### config.mk
export PLATFORM = sky130hd
export DESIGN_NAME = shot_blank_ctrl_flat
export DESIGN_NICKNAME = d
export VERILOG_FILES = /design/src/rtl/shot_blank_ctrl_if.sv /design/src/rtl/shot_blank_ctrl.sv /design/src/flat_wrapper.sv
export SDC_FILE = /design/constraint.sdc
export NUM_CORES = 1
export LEC_CHECK = 0
export CAP_MARGIN = 20
export CORE_MARGIN = 2
export CORE_UTILIZATION = 50
export CTS_CLUSTER_DIAMETER = 50
export DETAILED_ROUTE_END_ITERATION = 7
export PLACE_DENSITY = 0.72
export SYNTH_ARGS = -nofsm -noshare
export SYNTH_HDL_FRONTEND = slang
export SYNTH_SLANG_ARGS = --single-unit
### constraint.sdc
create_clock -name shotClk -period 5 [get_ports shotClk]
set_input_delay 0.5 -clock shotClk [delete_from_list [all_inputs] [get_ports shotClk]]
set_output_delay 0.5 -clock shotClk [all_outputs]
set_load 0.005 [all_outputs]
### src/rtl/shot_blank_ctrl_if.sv
// ---------------------------------------------------------------------------
// shot_blank_ctrl_if
// Groups the shot-blanking controller's sensor/control inputs and its
// display-facing outputs into one bundle.
//
//   shot        : raw, asynchronous shot sensor level (to controller)
//   enable      : arms hit acceptance when high (to controller)
//   clear       : one-cycle restore request (to controller)
//   blank       : per-digit blank mask, bit0 = seconds-units .. bit5 = hours-tens
//   hit_count   : number of accepted hits, 0..6
//   hit_pulse   : one-cycle strobe per accepted hit
//   all_blanked : high while every digit is blanked and held
//
// master : the side that drives shot/enable/clear (sensor and control logic)
// slave  : the controller itself
// ---------------------------------------------------------------------------
interface shot_blank_ctrl_if;
   logic       shot;
   logic       enable;
   logic       clear;
   logic [5:0] blank;
   logic [2:0] hit_count;
   logic       hit_pulse;
   logic       all_blanked;

   modport master (
      output shot,
      output enable,
      output clear,
      input  blank,
      input  hit_count,
      input  hit_pulse,
      input  all_blanked
   );

   modport slave (
      input  shot,
      input  enable,
      input  clear,
      output blank,
      output hit_count,
      output hit_pulse,
      output all_blanked
   );
endinterface

### src/rtl/shot_blank_ctrl.sv
// ---------------------------------------------------------------------------
// shot_blank_ctrl
// Sequences the clock display's shot-blanking feature. The raw shot input is
// synchronized into the shotClk domain and each rising edge is accepted as one
// hit while armed. Hits blank the six display digits one at a time, starting
// with seconds-units and ending with hours-tens. A lockout window follows each
// hit. After the sixth hit the all-blanked state is held and then either
// restored automatically after HOLD_CYCLES or held until clear.
//
// Parameters:
//   LOCKOUT_CYCLES : cycles after an accepted hit during which edges are ignored (>= 1)
//   HOLD_CYCLES    : cycles spent all-blanked before auto-restore (>= 1)
//   AUTO_CLEAR     : 1 = auto-restore after HOLD_CYCLES, 0 = hold until clear
//
// Ports:
//   shotClk : block clock
//   shotRst : asynchronous, active-low reset
//   bus     : slave side of shot_blank_ctrl_if (shot/enable/clear in,
//             blank/hit_count/hit_pulse/all_blanked out)
// ---------------------------------------------------------------------------
module shot_blank_ctrl #(
   parameter int LOCKOUT_CYCLES = 16,
   parameter int HOLD_CYCLES    = 1024,
   parameter bit AUTO_CLEAR     = 1'b1
) (
   input  logic              shotClk,
   input  logic              shotRst,
   shot_blank_ctrl_if.slave  bus
);

   // One shared down-counter serves both the lockout and the hold window, so
   // it is sized for whichever of the two is longer.
   localparam int MAX_CYCLES = (LOCKOUT_CYCLES > HOLD_CYCLES) ? LOCKOUT_CYCLES : HOLD_CYCLES;
   localparam int CNT_W      = $clog2(MAX_CYCLES + 1);

   localparam logic [CNT_W-1:0] LOCK_LOAD = CNT_W'(LOCKOUT_CYCLES - 1);
   localparam logic [CNT_W-1:0] HOLD_LOAD = CNT_W'(HOLD_CYCLES - 1);

   localparam logic [2:0] LAST_HIT_IDX = 3'd5;

   typedef enum logic [1:0] {
      IDLE    = 2'd0,
      ARMED   = 2'd1,
      LOCKOUT = 2'd2,
      DONE    = 2'd3
   } state_t;

   logic             s1;
   logic             s2;
   logic             s2_d;
   logic             shot_edge;

   state_t           state;
   state_t           state_next;
   logic [CNT_W-1:0] cnt;
   logic [CNT_W-1:0] cnt_next;
   logic [5:0]       blank_q;
   logic [5:0]       blank_next;
   logic [2:0]       count_q;
   logic [2:0]       count_next;
   logic             pulse_q;
   logic             pulse_next;

   // Two-flop synchronizer plus one delay stage for edge detection. These run
   // regardless of FSM state, so a shot held high produces a single edge no
   // matter when the FSM becomes ready to accept it.
   always_ff @(posedge shotClk or negedge shotRst) begin
      if (!shotRst) begin
         s1   <= 1'b0;
         s2   <= 1'b0;
         s2_d <= 1'b0;
      end else begin
         s1   <= bus.shot;
         s2   <= s1;
         s2_d <= s2;
      end
   end

   assign shot_edge = s2 & ~s2_d;

   // State register and the registered outputs. Everything is discarded on
   // reset, including any lockout or hold already in progress.
   always_ff @(posedge shotClk or negedge shotRst) begin
      if (!shotRst) begin
         state   <= IDLE;
         cnt     <= '0;
         blank_q <= '0;
         count_q <= '0;
         pulse_q <= 1'b0;
      end else begin
         state   <= state_next;
         cnt     <= cnt_next;
         blank_q <= blank_next;
         count_q <= count_next;
         pulse_q <= pulse_next;
      end
   end

   // Next-state and next-output logic. clear is checked first so it beats a
   // same-cycle edge and a same-cycle counter expiry. The counter is loaded
   // only on entry to LOCKOUT/DONE and stops at zero, so it never wraps.
   always_comb begin
      state_next = state;
      cnt_next   = cnt;
      blank_next = blank_q;
      count_next = count_q;
      pulse_next = 1'b0;

      if (bus.clear) begin
         blank_next = '0;
         count_next = '0;
         state_next = bus.enable ? ARMED : IDLE;
      end else begin
         unique case (state)
            IDLE: begin
               if (bus.enable) begin
                  state_next = ARMED;
               end
            end

            ARMED: begin
               // Dropping enable wins over a coincident edge.
               if (!bus.enable) begin
                  state_next = IDLE;
               end else if (shot_edge) begin
                  blank_next = blank_q | (6'b000001 << count_q);
                  count_next = count_q + 3'd1;
                  pulse_next = 1'b1;
                  if (count_q >= LAST_HIT_IDX) begin
                     state_next = DONE;
                     cnt_next   = AUTO_CLEAR ? HOLD_LOAD : '0;
                  end else begin
                     state_next = LOCKOUT;
                     cnt_next   = LOCK_LOAD;
                  end
               end
            end

            LOCKOUT: begin
               if (cnt == '0) begin
                  state_next = bus.enable ? ARMED : IDLE;
               end else begin
                  cnt_next = cnt - 1'b1;
               end
            end

            DONE: begin
               // Without auto-restore only clear (handled above) leaves DONE.
               if (AUTO_CLEAR) begin
                  if (cnt == '0) begin
                     blank_next = '0;
                     count_next = '0;
                     state_next = bus.enable ? ARMED : IDLE;
                  end else begin
                     cnt_next = cnt - 1'b1;
                  end
               end
            end

            default: begin
               state_next = IDLE;
            end
         endcase
      end
   end

   assign bus.blank       = blank_q;
   assign bus.hit_count   = count_q;
   assign bus.hit_pulse   = pulse_q;
   assign bus.all_blanked = (state == DONE);

   // The mask is filled strictly from bit0 upward, one bit per hit.
   a_blank_matches_count : assert property (
      @(posedge shotClk) disable iff (!shotRst)
      ({1'b0, blank_q} == ((7'd1 << count_q) - 7'd1)) && (count_q <= 3'd6)
   );

endmodule
### src/flat_wrapper.sv
// flat-port wrapper written by rule: the top's interface ports become plain ports
module shot_blank_ctrl_flat 
#(
   parameter int LOCKOUT_CYCLES = 16,
   parameter int HOLD_CYCLES    = 1024,
   parameter bit AUTO_CLEAR     = 1'b1
)
  (shotClk, shotRst, bus_shot, bus_enable, bus_clear, bus_blank, bus_hit_count, bus_hit_pulse, bus_all_blanked);
  shot_blank_ctrl_if bus_i ();
  input  logic shotClk;
  input  logic shotRst;
  input wire logic [$bits(bus_i.shot)-1:0] bus_shot;
  input wire logic [$bits(bus_i.enable)-1:0] bus_enable;
  input wire logic [$bits(bus_i.clear)-1:0] bus_clear;
  output wire logic [$bits(bus_i.blank)-1:0] bus_blank;
  output wire logic [$bits(bus_i.hit_count)-1:0] bus_hit_count;
  output wire logic [$bits(bus_i.hit_pulse)-1:0] bus_hit_pulse;
  output wire logic [$bits(bus_i.all_blanked)-1:0] bus_all_blanked;
  assign bus_i.shot = bus_shot;
  assign bus_i.enable = bus_enable;
  assign bus_i.clear = bus_clear;
  assign bus_blank = bus_i.blank;
  assign bus_hit_count = bus_i.hit_count;
  assign bus_hit_pulse = bus_i.hit_pulse;
  assign bus_all_blanked = bus_i.all_blanked;
  shot_blank_ctrl #(.LOCKOUT_CYCLES(LOCKOUT_CYCLES), .HOLD_CYCLES(HOLD_CYCLES), .AUTO_CLEAR(AUTO_CLEAR)) u_core (.shotClk(shotClk), .shotRst(shotRst), .bus(bus_i));
endmodule
==> flow_metrics.tcl <==
set metrics [dict create \
    run_status "complete, no violations" \
    fmax_ghz 0.432 \
    ys_dominant_reg_cell "dfrtp_1" \
    library_cell_contributing_the_largest_single_delay_on_the_critical_path "dfrtp_1" \
    max_slew.worst_pin.slew_ns 0.768 \
    detail_route.wl_per_cell_um 16.5 \
    switching_power_summed_over_all_nets_uw 154 \
    reg2reg_slack_ns 2.90 \
    place_inst 186 \
    drt-initial-drc-count 49 \
    ctsLongestPathBuffers 2 \
    critPathArrivalTime_ns 1.81 \
    cts-resized-gates 0 \
    critical-path-max-stage-delay_ns 0.74 \
    cts_inserted_buffers 3 \
    cts_hold_buf 0 \
    synth.yosys.warnings 0 \
    drt_pre_antenna_iters 4 \
    regToRegEndpoint "u_core.bus.hit_count[0]$_DFFE_PN0P_" \
    static-leakage-power_uw 0.000670 \
    final_period_utilization 0.463 \
    vias 1210 \
    buffer_ports.inserted 15 \
    tns_ns 0 \
    die_footprint_mm2 0.00332 \
    avgSynthCellArea_um2 9.84 \
    drcViolationCount 0 \
    finalHoldViolations 0 \
    start_util 0.525 \
    core_area_mm2 0.00273 \
    post_layout_nonfiller_instances 190 \
    grt-ovfl-total 0 \
    hold_class "reg2reg" \
    critPathLaunch "u_core.state[1]$_DFFE_PN0P_" \
    power_per_cell_area_mw_per_mm2 309 \
    routed_via_density 6.37 \
    min_period_ns 2.31 \
    critPathRequiredTime_ns 4.50 \
    gr_usage_total 0.200 \
    synth-edff-count 0 \
    core.rowCount 19 \
    rsz_0062_raised_after_global_routing "no" \
    clock_sinks 26 \
    worst-path-max-fanout 18 \
    drt-total-wl_um 3140 \
    ys_ff_latch 26 \
    pwr-share-clk 0.287 \
    sw_frac_of_total 0.301 \
    die-height_um 57.6 \
    insertion_delay_ns 0.33 \
    layout_commonest_cell "dfrtp_1" \
    layout.cells.most_common_list "dfrtp_1 (26), clkdlybuf4s50_1 (15), nor3_1 (14), a21oi_1 (11)" \
    grt_pass1_wl_um 5200 \
    whs_endpoint "u_core.s2$_DFF_PN0_" \
    final-max-slew-violation-count 0 \
    p_comb_frac 0.182 \
    finalSetupViolCount 0 \
    ys_async_sr_fraction 1.00 \
    synth.lib_cells_used.distinct 45 \
    diodes 0 \
    cell_family_contributing_the_most_delay_on_the_critical_path "flip-flops" \
    setup.worst_path.class "reg2out" \
    grt_antenna_before_repair 0 \
    cts_root_buf "clkbuf_4" \
    holdCritStartpoint "u_core.s1$_DFF_PN0_" \
    vdd.ir_drop.worst_mv 0.225 \
    min_delay_path_depth 0 \
    setup.worst_path.start_class "flop" \
    die-width_um 57.6 \
    clkSlewWorstSetupHoldPaths_ns 0.15 \
    hold_slack_ns 0.384 \
    cp_cell_sequence "and2_1, clkdlybuf4s50_1" \
    cts_tree "done" \
    ant_nets 0 \
    area_growth_pct 15.3 \
    share_seq_of_total_power 0.530 \
    detailedPlacementHpwl_um 2290 \
    first_global_vias 1160 \
    cp_num_buf_inv 1 \
    io_pins 16 \
    post_route_cells_drive_above_1_share 0.0818 \
    timing.reg2reg.worst_path_depth 6 \
    cts_max_level 1 \
    post_synth_instance_area_mm2 0.00144 \
    cts.repair_timing.setup_buffer_count 0 \
    finalClockSkew_ns 0.0131 \
    globalplace.congestion 0.797 \
    reg2reg_from "u_core.cnt[0]$_DFFE_PN0P_" \
    synth_sequential_area_ratio 0.453 \
    largest_net_degree_at_the_start_of_global_routing 24 \
    power_report.internal_total_uw 358 \
    fin_nets 171 \
    synth_fp_nets 157 \
    end_kind "output port" \
    maxSlewHeadroom 0.487 \
    maxCapViolations 0 \
    syn-instance-count 146 \
    total_power_uw 513 \
]
## final cells by class
| cell class | count | area, um2 |
|---|---|---|
| multi-input cells | 104 | 703 |
| clock buffers | 3 | 22.5 |
| well taps | 31 | 38.8 |
| clock inverters | 1 | 30.0 |
| inverters | 9 | 33.8 |
| repair buffers | 16 | 178 |
| fillers | 228 | 1080 |
| flip-flops and latches | 26 | 651 |
## worst reg2reg max path, stage by stage, from the launching register on
cell	delay [ns]
dfrtp_1	0.42
inv_1	0.10
ha_1	0.24
nor4b_4	0.35
and4_1	0.43
nor3_1	0.13
mux2_2	0.32
## flip-flops by register name (all words and copies together), names as in the netlist
signal / flops
u_core.s1: 1
u_core.s2: 1
u_core.cnt: 11
u_core.bus.hit_pulse: 1
u_core.bus.hit_count: 3
u_core.bus.blank: 6
u_core.state: 2
u_core.s2_d: 1
## power by group through the flow
stage,clock network [uW],logic [uW],registers (uW)
after detailed placement,0,93.6,275
final,147,93.5,272
after CTS,150,93.9,270
after global routing,156,106,276
after global placement,0,89.2,273
after floorplan,0,84.3,259
## synthesized netlist by cell type, types with 2 or more instances
cell,instances,area [um2]
dfrtp_1,26,651
a31oi_1,3,18.8
ha_1,6,75.1
nand2_1,8,30.0
nand3_1,5,25.0
buf_6,2,22.5
a311oi_1,2,17.5
o31ai_2,2,25.0
a21oi_1,11,55.1
or3_1,3,18.8
a221o_1,2,20.0
a21o_1,2,15.0
buf_2,3,15.0
nor3_1,14,70.1
o21ai_0,4,20.0
inv_1,9,33.8
a22o_1,3,26.3
nor4_1,6,37.5
nor2_1,9,33.8
## layer usage
layer | GRT usage | vias up | part of all wire
li1 | - | 580 | -
met1 | 0.291 | 593 | 0.49
met2 | 0.313 | 33 | 0.45
met3 | 0.0249 | 4 | 0.051
met4 | 0.0598 | 0 | 0.0086
met5 | 0 | - | 0
## cells by family after synthesis
group / count (synthesis) / share of synthesized area
simple gates: 57 / 0.229
compound gates: 40 / 0.200
flops: 26 / 0.453
buf+inv: 16 / 0.0575
fa+ha+maj: 6 / 0.0523
mux: 1 / 0.00784
## how the worst max path moves through the flow
stage | endpoint | slack, ns | cells after the start
global placement | u_core.cnt[5]$_DFFE_PN0P_ | 2.65 | 4
CTS | bus_all_blanked | 2.71 | 2
global route | bus_all_blanked | 2.63 | 2
floorplan | u_core.cnt[8]$_DFFE_PN0P_ | 3.22 | 6
finish | bus_all_blanked | 2.69 | 2
detailed placement | u_core.cnt[5]$_DFFE_PN0P_ | 2.56 | 4
## stage by stage
stage / utilization / cell area (um2) / worst slack, ns
floorplan: - / 1440 / 3.22
global placement: 0.577 / 1580 / 2.65
detailed placement: 0.587 / 1600 / 2.56
CTS: 0.606 / 1660 / 2.71
global route: 0.606 / 1660 / 2.63
finish: 0.606 / 1660 / 2.69
No activity file was read; power rests on OpenSTA's default activity.
